**src/rtl/imem_program_loader_if.sv**
```systemverilog
`timescale 1ns/1ps
`default_nettype none
// ============================================================================
// Module   : imem_program_loader_if
// Brief    : Byte-stream and instruction-memory write bundle of the loader.
// Revision : 1.0 - initial release
// ============================================================================
interface imem_program_loader_if #(
    parameter int ADDR_W = 8
) ();
    logic              start;
    logic              in_valid;
    logic [7:0]        in_data;
    logic              in_ready;
    logic              imem_we;
    logic [ADDR_W-1:0] imem_addr;
    logic [31:0]       imem_wdata;
    logic              cpu_hold;
    logic              done;
    logic [7:0]        words_loaded;

    modport master (
        output start, in_valid, in_data,
        input  in_ready, imem_we, imem_addr, imem_wdata, cpu_hold, done, words_loaded
    );

    modport slave (
        input  start, in_valid, in_data,
        output in_ready, imem_we, imem_addr, imem_wdata, cpu_hold, done, words_loaded
    );
endinterface
`default_nettype wire

```
**src/rtl/imem_program_loader.sv**
```systemverilog
`timescale 1ns/1ps
`default_nettype none
// ============================================================================
// Module   : imem_program_loader
// Brief    : Assembles a big-endian byte stream into 32-bit words and writes
//            them to instruction memory while holding the processor.
// Revision : 1.0 - initial release
// ============================================================================
module imem_program_loader #(
    parameter int ADDR_W    = 8,
    parameter int BASE_ADDR = 0
) (
    input  wire logic                  orig_clk,
    input  wire logic                  rst_n,
    imem_program_loader_if.slave       bus
);
    localparam logic [ADDR_W-1:0] c_BASE_ADDR = ADDR_W'(BASE_ADDR);

    typedef enum logic [2:0] {
        S_IDLE    = 3'd0,
        S_LEN     = 3'd1,
        S_COLLECT = 3'd2,
        S_WRITE   = 3'd3,
        S_DONE    = 3'd4
    } state_t;

    state_t            r_state, w_state_nxt;
    logic [7:0]        r_count, w_count_nxt;
    logic [1:0]        r_byte_cnt, w_byte_cnt_nxt;
    logic [7:0]        r_word_idx, w_word_idx_nxt;
    logic [23:0]       r_shift, w_shift_nxt;
    logic [ADDR_W-1:0] r_imem_addr, w_imem_addr_nxt;
    logic [31:0]       r_imem_wdata, w_imem_wdata_nxt;
    logic [7:0]        r_words_loaded, w_words_loaded_nxt;
    logic              r_in_ready;
    logic              r_imem_we;
    logic              r_cpu_hold;
    logic              r_done;
    logic              w_accept;

    assign w_accept = bus.in_valid & r_in_ready;

    always_comb begin
        w_state_nxt        = r_state;
        w_count_nxt        = r_count;
        w_byte_cnt_nxt     = r_byte_cnt;
        w_word_idx_nxt     = r_word_idx;
        w_shift_nxt        = r_shift;
        w_imem_addr_nxt    = r_imem_addr;
        w_imem_wdata_nxt   = r_imem_wdata;
        w_words_loaded_nxt = r_words_loaded;
        case (r_state)
            S_IDLE, S_DONE: begin
                if (bus.start) begin
                    w_state_nxt        = S_LEN;
                    w_words_loaded_nxt = 8'd0;
                end
            end
            S_LEN: begin
                if (w_accept) begin
                    if (bus.in_data == 8'd0) begin
                        w_state_nxt = S_DONE;
                    end else begin
                        w_count_nxt    = bus.in_data;
                        w_byte_cnt_nxt = 2'd0;
                        w_word_idx_nxt = 8'd0;
                        w_state_nxt    = S_COLLECT;
                    end
                end
            end
            S_COLLECT: begin
                if (w_accept) begin
                    w_shift_nxt    = {r_shift[15:0], bus.in_data};
                    w_byte_cnt_nxt = r_byte_cnt + 2'd1;
                    // Fourth byte: the completed word goes straight to the write port
                    if (r_byte_cnt == 2'd3) begin
                        w_imem_addr_nxt  = c_BASE_ADDR + ADDR_W'(r_word_idx);
                        w_imem_wdata_nxt = {r_shift, bus.in_data};
                        w_state_nxt      = S_WRITE;
                    end
                end
            end
            S_WRITE: begin
                w_words_loaded_nxt = r_words_loaded + 8'd1;
                w_word_idx_nxt     = r_word_idx + 8'd1;
                w_state_nxt        = ((r_word_idx + 8'd1) == r_count) ? S_DONE : S_COLLECT;
            end
            default: w_state_nxt = S_IDLE;
        endcase
    end

    // Handshake and status flags are decoded from the next state so they are registered
    always_ff @(posedge orig_clk or negedge rst_n) begin
        if (!rst_n) begin
            r_state        <= S_IDLE;
            r_count        <= 8'd0;
            r_byte_cnt     <= 2'd0;
            r_word_idx     <= 8'd0;
            r_shift        <= 24'd0;
            r_imem_addr    <= '0;
            r_imem_wdata   <= 32'd0;
            r_words_loaded <= 8'd0;
            r_in_ready     <= 1'b0;
            r_imem_we      <= 1'b0;
            r_cpu_hold     <= 1'b1;
            r_done         <= 1'b0;
        end else begin
            r_state        <= w_state_nxt;
            r_count        <= w_count_nxt;
            r_byte_cnt     <= w_byte_cnt_nxt;
            r_word_idx     <= w_word_idx_nxt;
            r_shift        <= w_shift_nxt;
            r_imem_addr    <= w_imem_addr_nxt;
            r_imem_wdata   <= w_imem_wdata_nxt;
            r_words_loaded <= w_words_loaded_nxt;
            r_in_ready     <= (w_state_nxt == S_LEN) || (w_state_nxt == S_COLLECT);
            r_imem_we      <= (w_state_nxt == S_WRITE);
            r_cpu_hold     <= (w_state_nxt != S_DONE);
            r_done         <= (w_state_nxt == S_DONE);
        end
    end

    assign bus.in_ready     = r_in_ready;
    assign bus.imem_we      = r_imem_we;
    assign bus.imem_addr    = r_imem_addr;
    assign bus.imem_wdata   = r_imem_wdata;
    assign bus.cpu_hold     = r_cpu_hold;
    assign bus.done         = r_done;
    assign bus.words_loaded = r_words_loaded;
endmodule
`default_nettype wire

```
**src/flat_wrapper.sv**
```systemverilog
// flat-port wrapper written by rule: the top's interface ports become plain ports
module imem_program_loader_flat 
#(
    parameter int ADDR_W    = 8,
    parameter int BASE_ADDR = 0
)
  (orig_clk, rst_n, bus_start, bus_in_valid, bus_in_data, bus_in_ready, bus_imem_we, bus_imem_addr, bus_imem_wdata, bus_cpu_hold, bus_done, bus_words_loaded);
  imem_program_loader_if #(.ADDR_W(ADDR_W)) bus_i ();
  input  wire logic orig_clk;
  input  wire logic rst_n;
  input wire logic [$bits(bus_i.start)-1:0] bus_start;
  input wire logic [$bits(bus_i.in_valid)-1:0] bus_in_valid;
  input wire logic [$bits(bus_i.in_data)-1:0] bus_in_data;
  output wire logic [$bits(bus_i.in_ready)-1:0] bus_in_ready;
  output wire logic [$bits(bus_i.imem_we)-1:0] bus_imem_we;
  output wire logic [$bits(bus_i.imem_addr)-1:0] bus_imem_addr;
  output wire logic [$bits(bus_i.imem_wdata)-1:0] bus_imem_wdata;
  output wire logic [$bits(bus_i.cpu_hold)-1:0] bus_cpu_hold;
  output wire logic [$bits(bus_i.done)-1:0] bus_done;
  output wire logic [$bits(bus_i.words_loaded)-1:0] bus_words_loaded;
  assign bus_i.start = bus_start;
  assign bus_i.in_valid = bus_in_valid;
  assign bus_i.in_data = bus_in_data;
  assign bus_in_ready = bus_i.in_ready;
  assign bus_imem_we = bus_i.imem_we;
  assign bus_imem_addr = bus_i.imem_addr;
  assign bus_imem_wdata = bus_i.imem_wdata;
  assign bus_cpu_hold = bus_i.cpu_hold;
  assign bus_done = bus_i.done;
  assign bus_words_loaded = bus_i.words_loaded;
  imem_program_loader #(.ADDR_W(ADDR_W), .BASE_ADDR(BASE_ADDR)) u_core (.orig_clk(orig_clk), .rst_n(rst_n), .bus(bus_i));
endmodule
```
**config.mk**
```make
export PLATFORM = sky130hd
export DESIGN_NAME = imem_program_loader_flat
export DESIGN_NICKNAME = d
export VERILOG_FILES = /design/src/rtl/imem_program_loader_if.sv /design/src/rtl/imem_program_loader.sv /design/src/flat_wrapper.sv
export SDC_FILE = /design/constraint.sdc
export NUM_CORES = 1
export LEC_CHECK = 0
export ABC_AREA = 1
export CORE_MARGIN = 4
export CORE_UTILIZATION = 45
export CTS_CLUSTER_DIAMETER = 50
export DETAILED_ROUTE_END_ITERATION = 8
export PLACE_DENSITY_LB_ADDON = 0.25
export SYNTH_ARGS = -nofsm -noshare
export SYNTH_HDL_FRONTEND = slang
export SYNTH_SLANG_ARGS = --single-unit
```
**constraint.sdc**
```tcl
create_clock -name orig_clk -period 1.8 [get_ports orig_clk]
set_input_delay 0.36 -clock orig_clk [delete_from_list [all_inputs] [get_ports orig_clk]]
set_output_delay 0.36 -clock orig_clk [all_outputs]
set_load 0.01 [all_outputs]
```
**Word-level counts from Yosys, hierarchy flattened**

Index checks and enable logic that the tools add are counted.

- Divide/modulo/power cells: 0
- $mul: 0
- Shift-type cells: 0
- Equal/unequal tests: 15
- Add/subtract/negate cells: 3
- Order comparisons: 0
- Bitwise logic cells: 2
- Mux-type cells: 16
- Reduce and logical (&&, ||, !) cells: 13

Operators with widths:

| kind | count |
|---|---|
| $pmux 8 s2 | 2 |
| $mux 8 | 3 |
| $mux 3 | 6 |
| $add 8x1->8 const B | 2 |
| $eq 3x2->1 const B | 4 |
| $pmux 3 s4 | 1 |
| $reduce_and 3->1 | 3 |
| $eq 8x8->1 | 1 |
| $logic_not 8->1 | 1 |
| $eq 3x1->1 const B | 2 |
| $eq 3x3->1 const B | 2 |
| $mux 2 | 3 |
| $reduce_bool 2->1 | 3 |
| $ne 2x1->1 const B | 2 |
| $ne 2x2->1 const B | 2 |
| $pmux 2 s2 | 1 |
| $reduce_and 2->1 | 2 |
| $reduce_and 4->1 | 1 |
| $logic_not 3->1 | 1 |
| $ne 3x3->1 const B | 1 |
| $add 2x1->2 const B | 1 |
| $eq 2x2->1 const B | 1 |
| $reduce_or 2->1 | 1 |
| $and 1x1->1 | 1 |
| other kinds (2) | 2 |

- Input bits: 12
- Register bits after elaboration: 97
- RAM bits: 0
- ROM bits: 0
- Memories: 0
- Bits in latches: 0

**Logic depth before layout (Yosys ltp)**

Gate-level depths: netlist (run 1).

- Depth after elaboration: 6
- Gate-level depth with buffers: 14
- Depth with buffers taken out: 14

**Worst setup path before layout (run 1)**

No wires, ideal clock.

- Kind: reg-to-reg
- Start point: register u_core.r_word_idx[0]
- End point: register u_core.r_in_ready (netlist: u_core.bus.in_ready)
- Required time: 1678 ps
- Arrival time: 1413 ps
- Period minus slack after synthesis: 1534 ps
- Library setup time: 122 ps
- Path buffers: 0
- Slack: 266 ps
- Cell stages (with the launch flop): 12
- Cell sequence: dfrtp_1 ha_1 xnor2_1 nand2_1 nor2_1 nand2_1 nor2_1 nand3_1 nand2_1 nand2_2 nand2_1 nand2_1

- Word-level cells in the longest chain between the ends: 6
- Elaborated cells on any way between the ends: 7
- Classes of those cells: 1 x add/sub; 3 x eq/ne; 2 x mux; 1 x reduce/logical

Ends and longest elaborated chain:

| element | line | text |
|---|---|---|
| start: declaration | imem_program_loader.sv:30 | `logic [7:0] r_word_idx, w_word_idx_nxt;` |
| start signal: assignment | imem_program_loader.sv:111 | `r_word_idx <= w_word_idx_nxt;` |
| $add 8x1->8 * | imem_program_loader.sv:86 | `w_state_nxt = ((r_word_idx + 8'd1) == r_count) ? S_DONE : S_COLLECT;` |
| $eq 8x8->1 * | imem_program_loader.sv:86 |  |
| $mux 3 * | imem_program_loader.sv:86 |  |
| $pmux 3 s4 * | imem_program_loader.sv:52 | `case (r_state)` |
| via u_core.w_state_nxt[1] | imem_program_loader.sv:27 | `state_t r_state, w_state_nxt;` |
| $eq 3x1->1 / $eq 3x2->1 (equally long branches) | imem_program_loader.sv:116 | `r_in_ready <= (w_state_nxt == S_LEN) \|\| (w_state_nxt == S_COLLECT);` |
| $logic_or 1x1->1 * | imem_program_loader.sv:116 |  |
| end signal: assignment | imem_program_loader.sv:116 |  |
| end: declaration | imem_program_loader.sv:35 | `logic r_in_ready;` |

Mark *: on every way through the listed nets, which the timed path passes. The rest lies on a longest branch.
A chain may end at the register's enable or synchronous reset.

**Worst setup path after layout (run 1)**

- Start point: register u_core.r_words_loaded[2] (netlist: u_core.bus.words_loaded[2])
- End point: output bus_words_loaded[2]

RTL lines:

| element | line | text |
|---|---|---|
| start: declaration | imem_program_loader.sv:34 | `logic [7:0] r_words_loaded, w_words_loaded_nxt;` |
| start signal: assignment | imem_program_loader.sv:115 | `r_words_loaded <= w_words_loaded_nxt;` |
| end: declaration | flat_wrapper.sv:20 | `output wire logic [$bits(bus_i.words_loaded)-1:0] bus_words_loaded;` |

No word-level cell between the ends.

==> results.cfg, run 1 <==
[critical_path]
crit_arrival_ns = 1.35
cp_num_buf_inv = 1
crit_family = buffers and inverters
crit_type = flop to output pin
required_ns = 1.44
crit_fanout = 5
end_kind = output pin
slowest_stage = clkdlybuf4s50_1
cpPeakStageDelay_ns = 0.57
path_cells = clkdlybuf4s50_1
critPathLaunchType = flop

[cells_and_area]
nets = 559
drive_gt1_frac = 0.104
utilization = 0.594
n_antenna_cell = 0
areaGrowthSynthToFinish_pct = 27.9
fillers = 782
finalInstanceArea_mm2 = 0.00524

[die]
die_w_um = 103
start_util = 0.465
design.core.area_mm2 = 0.00881
rows = 34
fp.dieArea_mm2 = 0.0107
die_h_um = 103
ioPinCount = 64

[yosys]
syn_inst = 463
syn-num-nets = 478
synth_top_cell_by_area = dfrtp_1
yosys_warnings = 0
synth_cell_types = 32
synth.most_common_cell = nand2_1
netlist_top_cells_count = 134 x nand2_1, 96 x dfrtp_1, 62 x o21ai_0
synth_edf_count = 0
synth_area_per_cell_um2 = 8.84
synthArstFlopShare = 1.00
synth_flop_cell = dfrtp_1
synth_top_area_share = 0.587
netlist_top_cells_area = dfrtp_1 59%, nand2_1 12%, o21ai_0 7.6%
synth.yosys.seq_area_share = 0.593
ys_ff_latch = 97
netlist_area_mm2 = 0.00409

[routing]
routed_wl_um = 8480
ant_nets = 0
topRoutingLayerUsed = met4
drc = 0
vias = 3203
wl_met3_um = 333
post_drt_wl_per_cell_um = 12.9
viasPerCell = 4.88
detail_route.first_pass.iterations = 4
drt-initial-drc-count = 133
met2_length_um = 4200
drt-met1-wl_um = 3900

[placement]
io_buffer_count = 63
hpwlAfterDp_um = 6190
finalWeightedCongestion = 0.887
placed_area_mm2 = 0.00498

[grt]
overflow = 0
grt_pass1_vias = 3159
grt_max_degree = 37
grt_pass1_wl_um = 14500
antenna_found_initial = 0
grt_usage = 0.173

[timing]
finalCriticalPeriod_ns = 1.71
finalSetupViolCount = 0
slew_headroom = 0.697
fmax_mhz = 586
finalClockSkew_ns = 0.00759
hold_violations = 0
slew_violations = 0
worstMarginPinSlew_ns = 0.454
period_share = 0.949

[worst_hold_path]
hold_path.class = flop to flop

[cts]
cts_buffers = 9
clkLatencyLatePin_ns = 0.36
clk_pin_slew_worst_paths_ns = 0.09
cts-root-buf = clkbuf_8
clock_path_buffers = 2
clkSinkCount = 97
h-tree-depth = 3
cts_tree = done

[status]
status = completed

[pwr]
peakVddDrop_mv = 0.958
powerDensity_mw_per_mm2 = 1340
leakage_nw = 2.54

[run]
maxCapViolCount = 0
power by group:
| group | switching [mW] | total, mW | leakage, nW | internal [mW] |
|---|---|---|---|---|
| logic | 1.22 | 2.22 | 1.13 | 1.00 |
| clock network | 0.756 | 1.55 | 0.110 | 0.799 |
| registers | 0.425 | 3.22 | 1.30 | 2.79 |
cell families after synthesis:
kind of cell,Yosys count,synth area share
AO/OA/AOI/OAI,88,0.112
flip-flops,97,0.593
buffers and inverters,78,0.0749
XOR/XNOR,2,0.00428
AND/OR/NAND/NOR,195,0.206
adder cells (fa/ha/maj),3,0.00917
flip-flops by register name, summed over array words and instances, names as in the netlist:
register and flops:
u_core.bus.done 1, u_core.r_shift 24, u_core.bus.imem_addr 8, u_core.r_word_idx 8, u_core.bus.cpu_hold 1, u_core.r_count 8, u_core.bus.in_ready 1, u_core.r_state 3
u_core.bus.imem_wdata 32, u_core.bus.words_loaded 8, u_core.r_byte_cnt 2, u_core.bus.imem_we 1
per-layer routing:
metal  global-route usage  up-vias
met4               0.0488        0
met5                    0        -
met3               0.0382        8
met2                0.297       65
li1                     -     1629
met1                0.222     1501
cell usage in the layout (no fill, tap or decap), types with 2 or more instances in the layout:
master           count
a21oi_1              3
buf_12               3
buf_4               20
bufinv_16            2
clkbuf_1             2
clkbuf_8             9
clkdlybuf4s50_1     61
clkinv_4             2
dfrtp_1             96
ha_1                 2
inv_1               59
inv_2                2
nand2_1            133
nand2_2              3
nand3_1             26
nand3_2              2
nand3b_1             2
nand4_1              3
nor2_1              15
nor2_2               4
nor2_4               2
o21ai_0             62
o21ai_1             15
o22ai_1              3
o31ai_1              2
cell type report:
cell class                 instances  area, µm²  area share
clock buffer                      11        131      0.0251
clock inverter                     5       88.8      0.0170
inverter                          62        233      0.0445
multi-input combinational        288       1380       0.263
sequential                        97       2430       0.464
tap                              108        135      0.0258
timing repair buffer              86        843       0.161
stage by stage:
step | power, mW | setup slack, ns | cells | hold slack (ns) | setup TNS [ns]
floorplan | 4.52 | 0.266 | 463 | 0.0644 | 0
global placement | 5.38 | 0.0344 | 639 | 0.334 | 0
detailed placement | 5.46 | 0.0101 | 639 | 0.345 | 0
CTS | 7.03 | 0.00780 | 656 | 0.477 | 0
global route | 7.55 | -0.0126 | 657 | 0.501 | -0.0126
finish | 7.00 | 0.0924 | 657 | 0.475 | 0
worst paths after layout:
check / startpoint / to / slack, ns / cells past startpoint
worst max-delay path: u_core.bus.words_loaded[2] / bus_words_loaded[2] / 0.09 / 1
worst min-delay path: u_core.r_shift[16] / u_core.bus.imem_wdata[24] / 0.47 / 2
worst max register to register: u_core.r_word_idx[1] / u_core.bus.in_ready / 0.14 / 11
worst min register to register: u_core.r_shift[16] / u_core.bus.imem_wdata[24] / 0.47 / 2
max in group asynchronous: rst_n / u_core.bus.imem_wdata[6] / 0.76 / 3
min in group asynchronous: rst_n / u_core.bus.imem_wdata[9] / 0.49 / 2
timing repair:
action / in CTS / in global routing
endpoints found under the setup margin: 0 / 4
endpoints found under the hold margin: 29 / 0
hold buffers: 1 / 0
setup buffers: 0 / 1
gates resized for setup: 0 / 5
Note: power is estimated with default switching activity, not from simulation.
==> run 2: changes to the inputs <==
TNS_END_PERCENT = 50   (was not set)
==> results of run 2 <==
Same layout as run 1: the final DEF is identical, and so are final timing and power.
==> run 3: changes to the inputs <==
CAP_MARGIN = 10   (was not set)
CELL_PAD_IN_SITES_DETAIL_PLACEMENT = 1   (was not set)
CELL_PAD_IN_SITES_GLOBAL_PLACEMENT = 1   (was not set)
CORE_UTILIZATION = 40   (was 45)
==> results.cfg, run 3 (synthesis results as in run 1) <==
[grt]
overflow = 0
grt_usage = 0.180
antenna_found_initial = 0
grt_max_degree = 59
grt_pass1_vias = 3523
grt_pass1_wl_um = 16800

[run]
maxCapViolCount = 0

[pwr]
power_frac_comb = 0.327
p_seq_frac = 0.461
p_sw_frac = 0.360
powerDensity_mw_per_mm2 = 1340
p_int_mw = 4.52
power.share.clock = 0.212
leakage_nw = 2.52
p_switching_mw = 2.54
peakVddDrop_mv = 0.629

[routing]
vias = 3336
detail_route.first_pass.iterations = 4
routed_wl_um = 9830
ant_nets = 0
post_drt_wl_per_cell_um = 14.4
drc = 0
drt-initial-drc-count = 92
viasPerCell = 4.90

[cts]
clock_path_buffers = 2
clkLatencyLatePin_ns = 0.36
clk_pin_slew_worst_paths_ns = 0.10
postCtsSetupRepairBufs = 0
clkSinkCount = 97
h-tree-depth = 3
cts_tree = done
cts_buffers = 9
cts-root-buf = clkbuf_8

[critical_path]
startpoint = u_core.bus.words_loaded[0]
crit_family = buffers and inverters
r2r_start = u_core.r_word_idx[0]
reg2reg_depth = 11
cpPeakStageDelay_ns = 0.57
crit_type = flop to output pin
required_ns = 1.44
end_kind = output pin
cp_num_buf_inv = 1
crit_fanout = 5
reg2reg_to = u_core.bus.in_ready
critPathLaunchType = flop
r2r_slack_ns = 0.14
path_cells = clkdlybuf4s50_1
slowest_stage = clkdlybuf4s50_1
crit_arrival_ns = 1.36

[die]
ioPinCount = 64
die_h_um = 109
design.core.area_mm2 = 0.00986
rows = 36
die_w_um = 109
fp.dieArea_mm2 = 0.0119
start_util = 0.415

[timing]
period_share = 0.953
fmax_mhz = 583
slew_headroom = 0.694
finalClockSkew_ns = 0.0133
finalCriticalPeriod_ns = 1.72
hold_violations = 0
rsz0062_at_grt = no
worstMarginPinSlew_ns = 0.455
hold_slack_ns = 0.470
slew_violations = 0
finalSetupViolCount = 0

[cells_and_area]
layout_commonest_cell = nand2_1
layout.cells.most_common_list = 134 x nand2_1, 96 x dfrtp_1, 61 x o21ai_0, 61 x clkdlybuf4s50_1, 59 x inv_1
stdcell_count = 681
largest_reg_flops = 32
n_antenna_cell = 0
drive_gt1_frac = 0.102
areaGrowthSynthToFinish_pct = 28.6
nets = 558

[placement]
dp.cells = 664
hpwlAfterDp_um = 7240
io_buffer_count = 63
finalWeightedCongestion = 0.794

[status]
status = completed

[worst_hold_path]
hold_path.class = input port to async pin
[run 3: cell type report]
class | instances | area (µm²)
Clock buffer | 10 | 138
Clock inverter | 6 | 75.1
Fill cell | 1140 | 4600
Inverter | 62 | 233
Multi-Input combinational cell | 288 | 1380
Sequential cell | 97 | 2430
Tap cell | 133 | 166
Timing Repair Buffer | 85 | 848
[run 3: per-stage QoR]
step | power [mW] | worst slack (ns) | area (µm²) | utilization | TNS [ns]
global route | 7.60 | 0.00414 | 5260 | 0.534 | 0
detailed placement | 5.59 | -0.232 | 5030 | 0.510 | -2.09
CTS | 7.11 | 0.0149 | 5250 | 0.532 | 0
global placement | 5.44 | -0.106 | 5030 | 0.510 | -0.978
finish | 7.06 | 0.0848 | 5260 | 0.534 | 0
floorplan | 4.52 | 0.266 | 4090 | - | 0
[run 3: what timing repair did]
action / 4_1_cts / 5_1_grt
endpoints found under the hold margin: 24 / 0
hold buffers: 1 / 0
endpoints found under the setup margin: 0 / 4
resized for setup: 0 / 3
[run 3: how the worst max path moves through the flow]
stage | to | slack [ns] | cells after the start
final | bus_words_loaded[0] | 0.08 | 1
after floorplan | u_core.bus.in_ready | 0.27 | 11
after CTS | bus_cpu_hold | 0.01 | 1
after global routing | u_core.bus.in_ready | 0.004 | 13
after global placement | u_core.r_word_idx[7] | -0.11 | 6
after detailed placement | u_core.r_word_idx[0] | -0.23 | 6
[run 3: power by group through the flow]
| stage | Clock (mW) | Combinational [mW] | Sequential (mW) |
|---|---|---|---|
| finish | 1.49 | 2.31 | 3.25 |
| detailed placement | 0 | 2.31 | 3.28 |
| global route | 1.63 | 2.63 | 3.34 |
| floorplan | 0 | 1.26 | 3.26 |
| global placement | 0 | 2.20 | 3.24 |
| CTS | 1.53 | 2.34 | 3.25 |
[run 3: routing by layer]
metal | up-vias | GRT usage | share of wire
li1 | 1632 | - | -
met1 | 1634 | 0.232 | 0.46
met2 | 55 | 0.308 | 0.50
met3 | 15 | 0.0284 | 0.030
met4 | 0 | 0.0595 | 0.016
met5 | - | 0 | 0
==> RTL change 1 (config.mk and constraints of run 3) <==
`ADDR_W` is set to 8 in 3 places; all go to 10.
--- a/src/rtl/imem_program_loader_if.sv
+++ b/src/rtl/imem_program_loader_if.sv
@@ -7,5 +7,5 @@
 // ============================================================================
 interface imem_program_loader_if #(
-    parameter int ADDR_W = 8
+    parameter int ADDR_W = 10
 ) ();
     logic              start;
--- a/src/rtl/imem_program_loader.sv
+++ b/src/rtl/imem_program_loader.sv
@@ -8,5 +8,5 @@
 // ============================================================================
 module imem_program_loader #(
-    parameter int ADDR_W    = 8,
+    parameter int ADDR_W    = 10,
     parameter int BASE_ADDR = 0
 ) (
--- a/src/flat_wrapper.sv
+++ b/src/flat_wrapper.sv
@@ -2,5 +2,5 @@
 module imem_program_loader_flat 
 #(
-    parameter int ADDR_W    = 8,
+    parameter int ADDR_W    = 10,
     parameter int BASE_ADDR = 0
 )
Ports: changed (resized bus_imem_addr); port bits go from 64 to 66. No check against the original RTL was run, so the function may have changed too.
==> RTL change 1 against run 3 <==
  * Power grew 0.12%
  * Routed wire length up 6.5%
  * Clock power rose by 3%
  * Largest cell class unchanged
  * Setup slack lost 0.017 ns
  * Maximum frequency down 0.96%
  * Cell area increased by 1.3%
  * Count of clock-buffer cells in the layout fell by 1
  * Utilization increased by 0.44 points
  * Synthesized area is 0.98% higher
  * Global-route usage up 0.90 points
  * Die area increased by 0.91%
  * Cell count is 0.73% higher
  * Sequential cell count unchanged
==> RTL change 1: results (changes against run 3) <==
| Metric | Value |
|---|---|
| HPWL after detailed placement | `7.458 mm (was 7.242 mm)` |
| Number of global-route vias before repair | `3654 (was 3523)` |
| Placed Area | `5049 um2 (was 5026 um2)` |
| Combinational Power Share | `0.325 (was 0.327)` |
| Flop2flop setup slack | `0.07 ns (was 0.14 ns)` |
| Vias | `3342 (was 3336)` |
| First-pass GRT wire length | `17.76 mm (was 16.77 mm)` |
| DR WL met3 | `347 um (was 299 um)` |
| Crit path capture | `u_core.r_state[2]$_DFF_PN0_ (was bus_words_loaded[0])` |
| Drt wl/cell | `15.26 um (was 14.43 um)` |
| Placed cell count | `666 (was 664)` |
| Xor and xnor fraction of the mapped netlist area | `0.004239 (was 0.004280)` |
| Top delay family on crit path | `simple AND/OR/NAND/NOR gates (was buffers and inverters)` |
| CP max-delay cell | `dfrtp_1 (was clkdlybuf4s50_1)` |
| All-Layer GR Usage | `0.1889 (was 0.1799)` |
| Most frequent cells after synthesis | `nand2_1, dfrtp_1, o21ai_0 (unchanged)` |
| Cells taking the most area after synthesis | `dfrtp_1, nand2_1, o21ai_0, inv_1, nand3_1 (unchanged)` |
| Clk. pwr | `1.54 mW (was 1.49 mW)` |
| Status | `complete, no violations (unchanged)` |
| Placer Congestion | `0.8453 (was 0.7936)` |
| # fillers | `1157 (was 1140)` |
| Largest net degree at the start of global routing | `51 (was 59)` |
| Sw Share | `0.3556 (was 0.3602)` |
| Place WS | `0.01074 ns (was -0.2319 ns)` |
| Mux contribution to synthesized area | `0.002725 (was 0)` |
| Static Leak | `2.536 nW (was 2.516 nW)` |
| Adder-cell area share of the yosys netlist | `0.009083 (was 0.009172)` |
| Part of the Yosys area used for sequential elements | `0.5876 (was 0.5934)` |
| Data arrival time of the worst path | `2.02 ns (was 1.36 ns)` |
| CP max stage delay | `0.42 ns (was 0.57 ns)` |
| Worst vdd ir | `498.8 uV (was 628.8 uV)` |
| Met2 routed WL | `5.290 mm (was 4.896 mm)` |
| WS Path Type | `flip-flop to flip-flop (was flip-flop to primary output)` |
| Crit path from | `u_core.r_word_idx[1]$_DFFE_PN0P_ (was u_core.bus.words_loaded[0]$_DFFE_PN0P_)` |
| CP Max Fanout | `4 (was 5)` |
| DRT iter0 DRCs | `107 (was 92)` |
| Routed WL | `10.47 mm (was 9.828 mm)` |
| Worst Skew | `0.007815 ns (was 0.01334 ns)` |
| Clk pwr share | `0.218 (was 0.212)` |
| Compound-gate portion of the synthesized area | `0.1144 (was 0.1122)` |
| Share of cells above drive strength 1 | `0.1302 (was 0.1022)` |
RTL change 1: worst min-delay path by stage:
stage | startpoint | end | depth (start not counted)
floorplan | rst_n | u_core.bus.done$_DFF_PN0_ | 0
global placement | rst_n | u_core.bus.imem_wdata[25]$_DFFE_PN0P_ | 1
detailed placement | rst_n | u_core.bus.imem_wdata[25]$_DFFE_PN0P_ | 1
CTS | rst_n | u_core.bus.imem_wdata[25]$_DFFE_PN0P_ | 2
global route | rst_n | u_core.bus.imem_wdata[8]$_DFFE_PN0P_ | 2
finish | rst_n | u_core.bus.imem_wdata[25]$_DFFE_PN0P_ | 2
RTL change 1: logic make-up after synthesis:
family / Yosys count
buffers and inverters: 77
AO/OA/AOI/OAI: 86
flip-flops: 97
AND/OR/NAND/NOR: 197
other: 1
XOR/XNOR: 2
multiplexers: 1
adder cells (fa/ha/maj): 3
RTL change 1: what timing repair did:
action,4_1_cts,5_1_grt
setup endpoints to repair,0,5
hold endpoints to repair,25,0
hold buffers,1,0
buffers inserted,0,3
gates resized for setup,0,11
RTL change 1: metal layers:
layer | vias to the layer above | global-route usage
li1 | 1641 | -
met5 | - | 0
met2 | 65 | 0.3269
met4 | 0 | 0.06322
met3 | 15 | 0.03171
met1 | 1621 | 0.2402
RTL change 1: cell type report:
type / count / area [um2] / share of cell area
clock inverters: 7 / 92.59 / 0.01737
clock buffers: 9 / 123.9 / 0.02323
repair buffers: 88 / 862.1 / 0.1617
multi-input cells: 291 / 1429 / 0.2680
inverters: 61 / 229.0 / 0.04295
flip-flops and latches: 97 / 2429 / 0.4555
well taps: 133 / 166.4 / 0.03121
==> RTL change 2 (settings of run 3) <==
Made on the original files. Take the reset off `r_imem_wdata` and load it in a clocked block of its own.
--- a/src/rtl/imem_program_loader.sv
+++ b/src/rtl/imem_program_loader.sv
@@ -99,5 +99,4 @@
             r_shift        <= 24'd0;
             r_imem_addr    <= '0;
-            r_imem_wdata   <= 32'd0;
             r_words_loaded <= 8'd0;
             r_in_ready     <= 1'b0;
@@ -112,5 +111,4 @@
             r_shift        <= w_shift_nxt;
             r_imem_addr    <= w_imem_addr_nxt;
-            r_imem_wdata   <= w_imem_wdata_nxt;
             r_words_loaded <= w_words_loaded_nxt;
             r_in_ready     <= (w_state_nxt == S_LEN) || (w_state_nxt == S_COLLECT);
@@ -119,4 +117,8 @@
             r_done         <= (w_state_nxt == S_DONE);
         end
+    end
+
+    always_ff @(posedge orig_clk) begin
+        r_imem_wdata <= w_imem_wdata_nxt;
     end
 
Function: differs if rst_n is asserted again (counterexample within 10 cycles, from zero or initial values and one cycle with rst_n low); with rst_n held inactive, the same outputs for 10 cycles.
==> RTL change 2 against run 3 <==
  * The flow now finishes with violations (setup timing)
  * Non-clock buffer count up 4
  * Setup slack worse by 0.097 ns
  * Clock skew down 0.0070 ns
  * Maximum frequency down 5.3%
  * Global-route usage down 0.75 points
  * Die area down 3.5%
  * Sequential share of layout area up 3.9 points
  * Routed wire length down 6.2%
  * Synthesized area down 3.8%
  * Cell area down 1.8%
  * Clock power down 9%
  * Power down 6.8%
  * Sequential cell count unchanged
  * Critical endpoint is now u_core.bus.in_ready$_DFF_PN0_
  * Largest power group unchanged
  * Highest routed layer unchanged
==> RTL change 2: results (changes against run 3) <==
| Metric | Value |
|---|---|
| Placed Area | `4897 um2 (was 5026 um2)` |
| Switching power | `2.323 mW (was 2.543 mW)` |
| Post-synth cell types | `31 (was 32)` |
| Part of the Yosys area used for sequential elements | `0.6577 (was 0.5934)` |
| Finish-stage setup viols | `1 (was 0)` |
| CP max stage delay | `0.45 ns (was 0.57 ns)` |
| WS Path Type | `flip-flop to flip-flop (was flip-flop to primary output)` |
| Number of flops mapped to enable cells by yosys | `32 (was 0)` |
| Combinational Power Share | `0.294 (was 0.327)` |
| Place WS | `-0.03579 ns (was -0.2319 ns)` |
| Failing checks | `setup timing` |
| PostCTS Resize Cnt | `2 (was 0)` |
| Nets | `461 (was 558)` |
| Number of global-route vias before repair | `3048 (was 3523)` |
| Worst vdd ir | `531.1 uV (was 628.8 uV)` |
| Cells taking the most area after synthesis | `dfrtp_1, edfxtp_1, nand2_1, mux2_2, inv_1 (was dfrtp_1, nand2_1, o21ai_0, inv_1, nand3_1)` |
| Worst Max-Slew Pin Slew | `0.3727 ns (was 0.4551 ns)` |
| Synthesized Nets | `367 (was 478)` |
| Share of cells above drive strength 1 | `0.2062 (was 0.1022)` |
| Routed WL | `9.217 mm (was 9.828 mm)` |
| Non-clock buffering overhead | `0.1669 (was 0.1612)` |
| Worst Skew | `0.006323 ns (was 0.01334 ns)` |
| Non-clk bufs | `89 (was 85)` |
| Post-Route Utilization | `0.5492 (was 0.5336)` |
| Tapcells | `129 (was 133)` |
| Top delay family on crit path | `simple AND/OR/NAND/NOR gates (was buffers and inverters)` |
| Multi-In Gates | `202 (was 288)` |
| All-Layer GR Usage | `0.1724 (was 0.1799)` |
| Static Leak | `2.236 nW (was 2.516 nW)` |
| Crit path from | `u_core.r_word_idx[0]$_DFFE_PN0P_ (was u_core.bus.words_loaded[0]$_DFFE_PN0P_)` |
| Placed cell count | `561 (was 664)` |
| Worst Setup Slack, final | `-0.01207 ns (was 0.08476 ns)` |
| Vias per cell | `4.931 (was 4.899)` |
| Most frequent cells after synthesis | `nand2_1, dfrtp_1, inv_1 (was nand2_1, dfrtp_1, o21ai_0)` |
| Status | `finished, violations left (was complete, no violations)` |
| CP Max Fanout | `7 (was 5)` |
| HPWL after detailed placement | `6.363 mm (was 7.242 mm)` |
| Vias | `2860 (was 3336)` |
| DRT iter0 DRCs | `69 (was 92)` |
| R2R depth | `12 (was 11)` |
| First-pass GRT wire length | `15.37 mm (was 16.77 mm)` |
| Largest net degree at the start of global routing | `66 (was 59)` |
| Invs w/o clock | `47 (was 62)` |
| Seq/total area | `0.5008 (was 0.4614)` |
| Pre-Repair DR Iteration Count | `5 (was 4)` |
-- RTL change 2: cell types whose count changed in the layout (fill, tap and decap cells not counted), moves of 8 or more --
cell	change
o21ai_0	-31
nand3_2	+8
nand2_1	-69
mux2_2	+16
edfxtp_1	+32
dfrtp_1	-33
inv_1	-16
-- RTL change 2: per-layer routing --
metal | wire, um | vias up | track usage
li1 | - | 1363 | -
met1 | 3984 | 1427 | 0.2107
met2 | 4797 | 57 | 0.3007
met3 | 293 | 13 | 0.03913
met4 | 141 | 0 | 0.05662
met5 | 0 | - | 0
-- RTL change 2: kinds of logic after synthesis --
group,synth area share
AO/OA/AOI/OAI,0.06389
AND/OR/NAND/NOR,0.1637
flip-flops,0.6577
XOR/XNOR,0.004451
multiplexers,0.04577
adder cells (fa/ha/maj),0.009537
buffers and inverters,0.05499
